[src/rtl/div241_seq_divider_if.sv]
// Handshake bundle for the sequential constant divider: dividend in, quotient/remainder out.
// Handshake rule (both sides): a transfer happens on a rising edge where valid and ready are both high.
interface div241_seq_divider_if #(
    parameter int WIDTH = 36,
    parameter int DIGIT = 8
);
    logic             in_valid;
    logic             in_ready;
    logic [WIDTH-1:0] in_data;
    logic             out_valid;
    logic             out_ready;
    logic [WIDTH-1:0] quo;
    logic [DIGIT-1:0] rem;
    logic             busy;

    modport master (
        output in_valid, in_data, out_ready,
        input  in_ready, out_valid, quo, rem, busy
    );

    modport slave (
        input  in_valid, in_data, out_ready,
        output in_ready, out_valid, quo, rem, busy
    );
endinterface

[src/rtl/div241_seq_divider.sv]
// Sequential radix-2**DIGIT divider by a constant: one digit per cycle, MSB digit first.
// Each step divides (r*2**DIGIT + d) by DIVISOR; the step quotient always fits in one digit.
module div241_seq_divider #(
    parameter int WIDTH   = 36,
    parameter int DIGIT   = 8,
    parameter int DIVISOR = 241
) (
    input  logic                   clk,
    input  logic                   rst,
    div241_seq_divider_if.slave    bus,
    output logic [1:0]             o_dbg_state
);
    localparam int NDIG = (WIDTH + DIGIT - 1) / DIGIT;
    localparam int DW   = NDIG * DIGIT;
    localparam int CW   = (NDIG > 1) ? $clog2(NDIG) : 1;
    localparam logic [CW-1:0]      LAST_CNT = CW'(NDIG - 1);
    localparam logic [2*DIGIT-1:0] DIV_C    = (2*DIGIT)'(DIVISOR);

    generate
        if (DIVISOR < 2 || DIVISOR >= (1 << DIGIT) || WIDTH <= DIGIT) begin : g_bad_params
            $error("div241_seq_divider: need 2 <= DIVISOR < 2**DIGIT and WIDTH > DIGIT");
        end
    endgenerate

    typedef enum logic [1:0] {
        S_IDLE = 2'd0,
        S_RUN  = 2'd1,
        S_DONE = 2'd2
    } state_t;

    state_t             r_state;
    state_t             w_next;
    logic [CW-1:0]      r_cnt;
    logic [DW-1:0]      r_dig;
    logic [DIGIT-1:0]   r_rem;
    logic [WIDTH-1:0]   r_quo;
    logic [2*DIGIT-1:0] w_t;
    logic [DIGIT-1:0]   w_qd;
    logic [DIGIT-1:0]   w_rd;

    // Partial remainder is always < DIVISOR, so w_t < DIVISOR*2**DIGIT and the quotient fits a digit.
    assign w_t  = {r_rem, r_dig[DW-1 -: DIGIT]};
    assign w_qd = DIGIT'(w_t / DIV_C);
    assign w_rd = DIGIT'(w_t % DIV_C);

    always_ff @(posedge clk or posedge rst) begin
        if (rst) begin
            r_state <= S_IDLE;
        end else begin
            r_state <= w_next;
        end
    end

    always_comb begin
        w_next = r_state;
        case (r_state)
            S_IDLE:  if (bus.in_valid)        w_next = S_RUN;
            S_RUN:   if (r_cnt == LAST_CNT)   w_next = S_DONE;
            S_DONE:  if (bus.out_ready)       w_next = S_IDLE;
            default:                          w_next = S_IDLE;
        endcase
    end

    always_ff @(posedge clk or posedge rst) begin
        if (rst) begin
            r_cnt <= '0;
            r_dig <= '0;
            r_rem <= '0;
            r_quo <= '0;
        end else begin
            case (r_state)
                S_IDLE: begin
                    if (bus.in_valid) begin
                        r_dig <= DW'(bus.in_data);
                        r_rem <= '0;
                        r_quo <= '0;
                        r_cnt <= '0;
                    end
                end
                S_RUN: begin
                    r_rem <= w_rd;
                    r_quo <= {r_quo[WIDTH-DIGIT-1:0], w_qd};
                    r_dig <= {r_dig[DW-DIGIT-1:0], DIGIT'(0)};
                    r_cnt <= r_cnt + CW'(1);
                end
                default: ;
            endcase
        end
    end

    // All outputs are decodes of registers only.
    assign bus.in_ready  = (r_state == S_IDLE);
    assign bus.out_valid = (r_state == S_DONE);
    assign bus.busy      = (r_state != S_IDLE);
    assign bus.quo       = r_quo;
    assign bus.rem       = r_rem;
    assign o_dbg_state   = r_state;
endmodule

[src/flat_wrapper.sv]
// flat-port wrapper written by rule: the top's interface ports become plain ports
module div241_seq_divider_flat 
#(
    parameter int WIDTH   = 36,
    parameter int DIGIT   = 8,
    parameter int DIVISOR = 241
)
  (clk, rst, o_dbg_state, bus_in_valid, bus_in_data, bus_out_ready, bus_in_ready, bus_out_valid, bus_quo, bus_rem, bus_busy);
  div241_seq_divider_if #(.WIDTH(WIDTH), .DIGIT(DIGIT)) bus_i ();
  input  logic clk;
  input  logic rst;
  output logic [1:0] o_dbg_state;
  input wire logic [$bits(bus_i.in_valid)-1:0] bus_in_valid;
  input wire logic [$bits(bus_i.in_data)-1:0] bus_in_data;
  input wire logic [$bits(bus_i.out_ready)-1:0] bus_out_ready;
  output wire logic [$bits(bus_i.in_ready)-1:0] bus_in_ready;
  output wire logic [$bits(bus_i.out_valid)-1:0] bus_out_valid;
  output wire logic [$bits(bus_i.quo)-1:0] bus_quo;
  output wire logic [$bits(bus_i.rem)-1:0] bus_rem;
  output wire logic [$bits(bus_i.busy)-1:0] bus_busy;
  assign bus_i.in_valid = bus_in_valid;
  assign bus_i.in_data = bus_in_data;
  assign bus_i.out_ready = bus_out_ready;
  assign bus_in_ready = bus_i.in_ready;
  assign bus_out_valid = bus_i.out_valid;
  assign bus_quo = bus_i.quo;
  assign bus_rem = bus_i.rem;
  assign bus_busy = bus_i.busy;
  div241_seq_divider #(.WIDTH(WIDTH), .DIGIT(DIGIT), .DIVISOR(DIVISOR)) u_core (.clk(clk), .rst(rst), .bus(bus_i), .o_dbg_state(o_dbg_state));
endmodule
[config.mk]
export PLATFORM = sky130hd
export DESIGN_NAME = div241_seq_divider_flat
export DESIGN_NICKNAME = d
export VERILOG_FILES = /design/src/rtl/div241_seq_divider_if.sv /design/src/rtl/div241_seq_divider.sv /design/src/flat_wrapper.sv
export SDC_FILE = /design/constraint.sdc
export NUM_CORES = 1
export LEC_CHECK = 0
export BUFFER_PORTS_ARGS = -buffer_cell sky130_fd_sc_hd__buf_2
export CORE_UTILIZATION = 35
export CTS_CLUSTER_DIAMETER = 50
export DETAILED_ROUTE_END_ITERATION = 8
export PLACE_DENSITY = 0.55
export SLEW_MARGIN = 20
export SYNTH_ARGS = -nofsm -noshare
export SYNTH_HDL_FRONTEND = slang
export SYNTH_SLANG_ARGS = --single-unit
[constraint.sdc]
create_clock -name clk -period 12 [get_ports clk]
set_clock_uncertainty 0.15 [all_clocks]
set_input_delay 1.8 -clock clk [delete_from_list [all_inputs] [get_ports clk]]
set_output_delay 1.8 -clock clk [all_outputs]
set_load 0.03 [all_outputs]
* After elaboration in Yosys (flattened, before gate mapping)
Index checks and enable logic that the tools add are counted.
Cells by class: equality and inequality tests 6, muxes and demuxes 12, reductions and logical operators 5, add/subtract/negate cells 1, divide/modulo/power cells 2
Operators with widths (number):
- 40-bit one-hot mux with 2 select lines | 1
- 36-bit one-hot mux with 2 select lines | 1
- 40-bit 2-to-1 mux | 1
- 36-bit 2-to-1 mux | 1
- 16-bit by 8-bit divider with 16-bit output, second input constant | 1
- 16-bit by 8-bit modulo with 16-bit output, second input constant | 1
- 8-bit one-hot mux with 2 select lines | 1
- 8-bit 2-to-1 mux | 1
- 2-bit 2-to-1 mux | 3
- 2-bit one-hot mux with 3 select lines | 1
- 3-bit one-hot mux with 2 select lines | 1
- 2-bit != test, second input constant | 2
- 2-bit nonzero test | 2
- 3-bit by 1-bit adder with 3-bit output, second input constant | 1
- 3-bit == test, second input constant | 1
- 3-bit 2-to-1 mux | 1
- 3-bit AND reduction | 1
- 2-bit by 1-bit == test with 1-bit output, second input constant | 1
- 2-bit == test, second input constant | 1
- 2-bit logical NOT | 1
- 2-bit by 1-bit != test with 1-bit output, second input constant | 1
- 2-bit AND reduction | 1
Word-level totals: output and inout bits 49, word-level logic and storage cells 31, register bits after elaboration 89, bits of input ports 40

* Logic depth before layout (Yosys ltp)
depth after elaboration 3, gate-level depth with buffers 32, gate-level depth less buffers 27

* Worst setup path after synthesis
Ideal clock, no wire load.
kind flip-flop to flip-flop, start point register u_core.r_rem[0], in the netlist u_core.bus.rem[0], end point register u_core.r_rem[1], in the netlist u_core.bus.rem[1], slack 4474 ps, required time 11724 ps, data arrival time 7249 ps, stages on the path, launching flop included 29, period minus slack after synthesis 7526 ps, buffers on the path 1, setup time 126 ps, cells stage by stage dfrtp_1 > buf_6 > or4_4 > o221ai_2 > a21o_2 > a21oi_1 > a211o_1 > o21a_1 > or3_4 > o31a_1 > nor3_4 > a211oi_1 > nor3_2 > o2111ai_1 > o2111a_2 > o211ai_1 > a21boi_0 > ha_1 > nor3_1 > o211a_1 > o41ai_4 > nor2_1 > xnor2_1 > ha_1 > o2111ai_1 > o21ai_2 > a2111oi_4 > nor4_1 > a221o_1
Between the ends: word-level cells in the longest chain between the ends 2
RTL lines:
- start, declared | RTL line div241_seq_divider.sv:35 | logic [DIGIT-1:0] r_rem;
- start signal, assigned | RTL line div241_seq_divider.sv:81 | r_rem <= w_rd;
- 16-bit by 8-bit modulo with 16-bit output | RTL line div241_seq_divider.sv:44 | assign w_rd = DIGIT'(w_t % DIV_C);
- 8-bit one-hot mux with 2 select lines | RTL line div241_seq_divider.sv:71 | case (r_state)
Every way passes these cells. A chain may end at the register's enable or synchronous reset.

* Final worst setup path
start point register u_core.r_rem[7], in the netlist u_core.bus.rem[7], end point register u_core.r_rem[1], in the netlist u_core.bus.rem[1]
The elaborated chain is that of the path after synthesis.

==> results.py <==
metrics = {
    "routing": {
        "drc": 0,
        "ant_nets": 0,
        "viasPerCell": 5.73,
        "drt-total-wl_mm": 19.0,
        "first_pass_iters": 6,
        "vias": 6256,
        "wire_per_inst_um": 17.4,
        "drt_iter0_markers": 450,
    },
    "grt": {
        "grt_start_max_net_pins": 69,
        "grtUsageTotal_pct": 19.3,
        "antenna_found_initial": 0,
        "grt_pass1_vias": 5912,
        "globalRoute.totalOverflow": 0,
        "grt_pass1_wl_mm": 31.5,
    },
    "setup_path": {
        "r2r.worst_path.cells": 28,
        "crit_path_top_delay_cell": "dfrtp_1",
        "r2r_setup_slack_ns": 2.77,
        "startpoint_type": "flop",
        "required_ns": 12.07,
        "reg2reg_from": "u_core.bus.rem[7]",
        "r2r-end": "u_core.bus.rem[1]",
        "slowest_delay_ns": 0.84,
        "worstSetupPathType": "flop to flop",
        "cp_max_fo": 26,
        "path_common_cell": "nor4_1",
        "arrival_ns": 9.31,
        "end_kind": "flop",
    },
    "sta": {
        "maxSlewHeadroom_pct": 46.5,
        "period_needed_ns": 9.23,
        "min_period_over_period_pct": 77.0,
        "drv_slew": 0,
        "final.setup.tns_ns": 0,
        "finalHoldViolations": 0,
        "rsz0062_at_grt": "no",
        "worst_pin_slew_ns": 0.803,
        "clock.fmax_ghz": 0.108,
        "setup_violations": 0,
    },
    "final_layout": {
        "syn2layout_area_growth_pct": 12.4,
        "layout.nets": 874,
        "nFillCells": 1957,
        "register_area_sq_mm": 0.00223,
        "diodes": 0,
        "layout-drive-gt1-share_pct": 21.2,
        "final_area_sq_mm": 0.00766,
        "multi_input_area_sq_mm": 0.00428,
    },
    "clock_network": {
        "post_cts_buffers": 0,
        "cts_tree": "done",
        "htree_levels": 3,
        "hold_buffers": 0,
        "clock-sinks": 89,
        "ctsRootBufferMaster": "clkbuf_16",
        "cts.path.max_buffers": 2,
        "numCtsBuffers": 9,
        "path_clk_slew_ns": 0.07,
        "clock_latency_ns": 0.34,
        "post_cts_resized": 0,
    },
    "yosys": {
        "syn_nets": 830,
        "syn_inst": 784,
        "ys_warn_count": 0,
        "synth_edf_count": 0,
        "synth_area_per_cell_sq_um": 8.69,
        "ys_seq_area_share_pct": 32.7,
        "synthTopCellsByArea": "dfrtp_1 33%, o21ai_0 4.8%, a22o_1 4.8%, a21oi_1 4.5%, nand2_1 4.1%",
        "synth.ff_latch_count": 89,
        "synth_top_area_share_pct": 32.7,
        "async_flop_share_pct": 100,
        "synthDistinctLibCells": 105,
        "synth.largest_area_cell": "dfrtp_1",
        "syn_area_sq_mm": 0.00681,
        "synthFlopType": "dfrtp_1",
    },
    "die": {
        "die_x_um": 142,
        "ios": 89,
        "rows": 50,
        "core_sq_mm": 0.0189,
        "start_util_pct": 36.1,
        "die_area_sq_mm": 0.0200,
        "die_h_um": 142,
    },
    "min_path": {
        "min_to": "u_core.r_dig[29]",
        "hold_path.class": "flop to flop",
        "hold_start": "u_core.r_dig[29]",
        "hold_depth": 2,
    },
    "place": {
        "io_buffers": 88,
        "dp_hpwl_mm": 13.5,
        "placed_area_sq_mm": 0.00738,
        "gp_congestion": 0.903,
    },
    "flow_run": {
        "maxCapViolCount": 0,
    },
    "outcome": {
        "status": "complete, no violations",
    },
}
==> stage by stage <==
stage                     setup WS, ns  hold WS, ns  utilization (%)  cells
after global placement            3.10        0.312             39.1   1077
after detailed placement          3.00        0.321             39.1   1077
after floorplan                   4.47        0.300                -    784
after CTS                         2.92        0.337             40.5   1092
after global routing              1.98        0.369             40.5   1092
final                             2.77        0.331             40.5   1092
==> placed cells by master (no fill, tap or decap), types with 5 or more instances in the layout <==
master | netlist | final
a211oi_1 | 7 | 7
nor3_1 | 21 | 21
dfrtp_1 | 89 | 88
xnor2_1 | 14 | 14
nand2_1 | 74 | 74
nor4_2 | 5 | 5
buf_2 | 11 | 88
o21ai_1 | 9 | 9
and3b_1 | 27 | 27
o211ai_1 | 13 | 13
o2111ai_1 | 8 | 8
a211oi_2 | 5 | 5
a31oi_1 | 12 | 12
or2_2 | 6 | 6
a22oi_1 | 5 | 5
nor4_1 | 7 | 7
buf_4 | 2 | 6
and2_1 | 9 | 9
a211o_1 | 6 | 6
xor2_1 | 5 | 5
inv_1 | 14 | 13
o21ai_0 | 66 | 66
nand2b_1 | 6 | 6
or4_1 | 5 | 5
a21oi_1 | 61 | 61
clkbuf_16 | 0 | 9
ha_1 | 6 | 6
nor2_1 | 31 | 31
nor2b_1 | 19 | 18
nand3_1 | 18 | 18
a22o_1 | 37 | 37
a21o_1 | 6 | 6
o21a_1 | 9 | 9
and3_1 | 7 | 7
==> worst max-delay path by stage <==
stage | startpoint | end | slack (ns)
after detailed placement | u_core.bus.rem[7] | u_core.bus.rem[1] | 3.00
after global placement | u_core.bus.rem[7] | u_core.bus.rem[1] | 3.10
after global routing | u_core.bus.rem[7] | u_core.bus.rem[0] | 1.98
after floorplan | u_core.bus.rem[0] | u_core.bus.rem[1] | 4.47
after CTS | u_core.bus.rem[7] | u_core.bus.rem[1] | 2.92
final | u_core.bus.rem[7] | u_core.bus.rem[1] | 2.77
==> critical path, delay by kind of cell, from the launching register on <==
kind	cells	cell delay (ns)
buf+inv	1	0.19
fa+ha+maj	2	0.56
simple gates	10	2.79
xor+xnor	1	0.22
compound gates	14	4.35
flops	1	0.84
==> layout make-up <==
cell class	count	area share, %
Clock buffer	11	3.30
Clock inverter	4	0.376
Inverter	14	0.719
Multi-Input combinational cell	620	55.9
Sequential cell	89	29.1
Tap cell	260	4.25
Timing Repair Buffer	94	6.34
==> cell usage after synthesis (6+ instances only) <==
cell type / count
nand3_1: 18
nor4_1: 7
and3b_1: 27
clkbuf_1: 41
nor2b_1: 19
o211ai_1: 13
a211oi_1: 7
xnor2_1: 14
ha_1: 6
buf_2: 11
or2_2: 6
and2_1: 9
a21oi_1: 61
o2111ai_1: 8
and3_1: 7
a211o_1: 6
o21a_1: 9
a21o_1: 6
a31oi_1: 12
nor3_1: 21
nand2_1: 74
nand2b_1: 6
dfrtp_1: 89
nor2_1: 31
a22o_1: 37
o21ai_0: 66
o21ai_1: 9
inv_1: 14
==> metal layers <==
metal / vias up / track usage, % / wire [um]
li1: 3086 / - / -
met1: 2993 / 27.1 / 9350
met2: 164 / 31.4 / 8670
met3: 13 / 2.87 / 788
met4: 0 / 3.96 / 187
met5: - / 0 / 0
==> cells by family (layout without fill, tap and decap cells) <==
group / Yosys count / after routing / share of synthesized area, %
DFF: 89 / 89 / 32.7
adders and majority gates: 8 / 8 / 1.41
muxes: 5 / 5 / 0.753
and+or+nand+nor: 266 / 266 / 22.9
xor gates and xnor gates: 19 / 19 / 2.44
buffers and inverters: 75 / 123 / 4.72
AOI/OAI and AO/OA: 322 / 322 / 35.1
==> sequential cells by signal, summed over array words and instances, names as in the netlist <==
signal,cells
u_core.r_dig,40
u_core.bus.quo,36
u_core.o_dbg_state,2
u_core.bus.rem,8
u_core.r_cnt,3
Power is left out: the tool's default activity adds up to more than one toggle a clock period on the data nets, which glitch-free logic cannot reach.
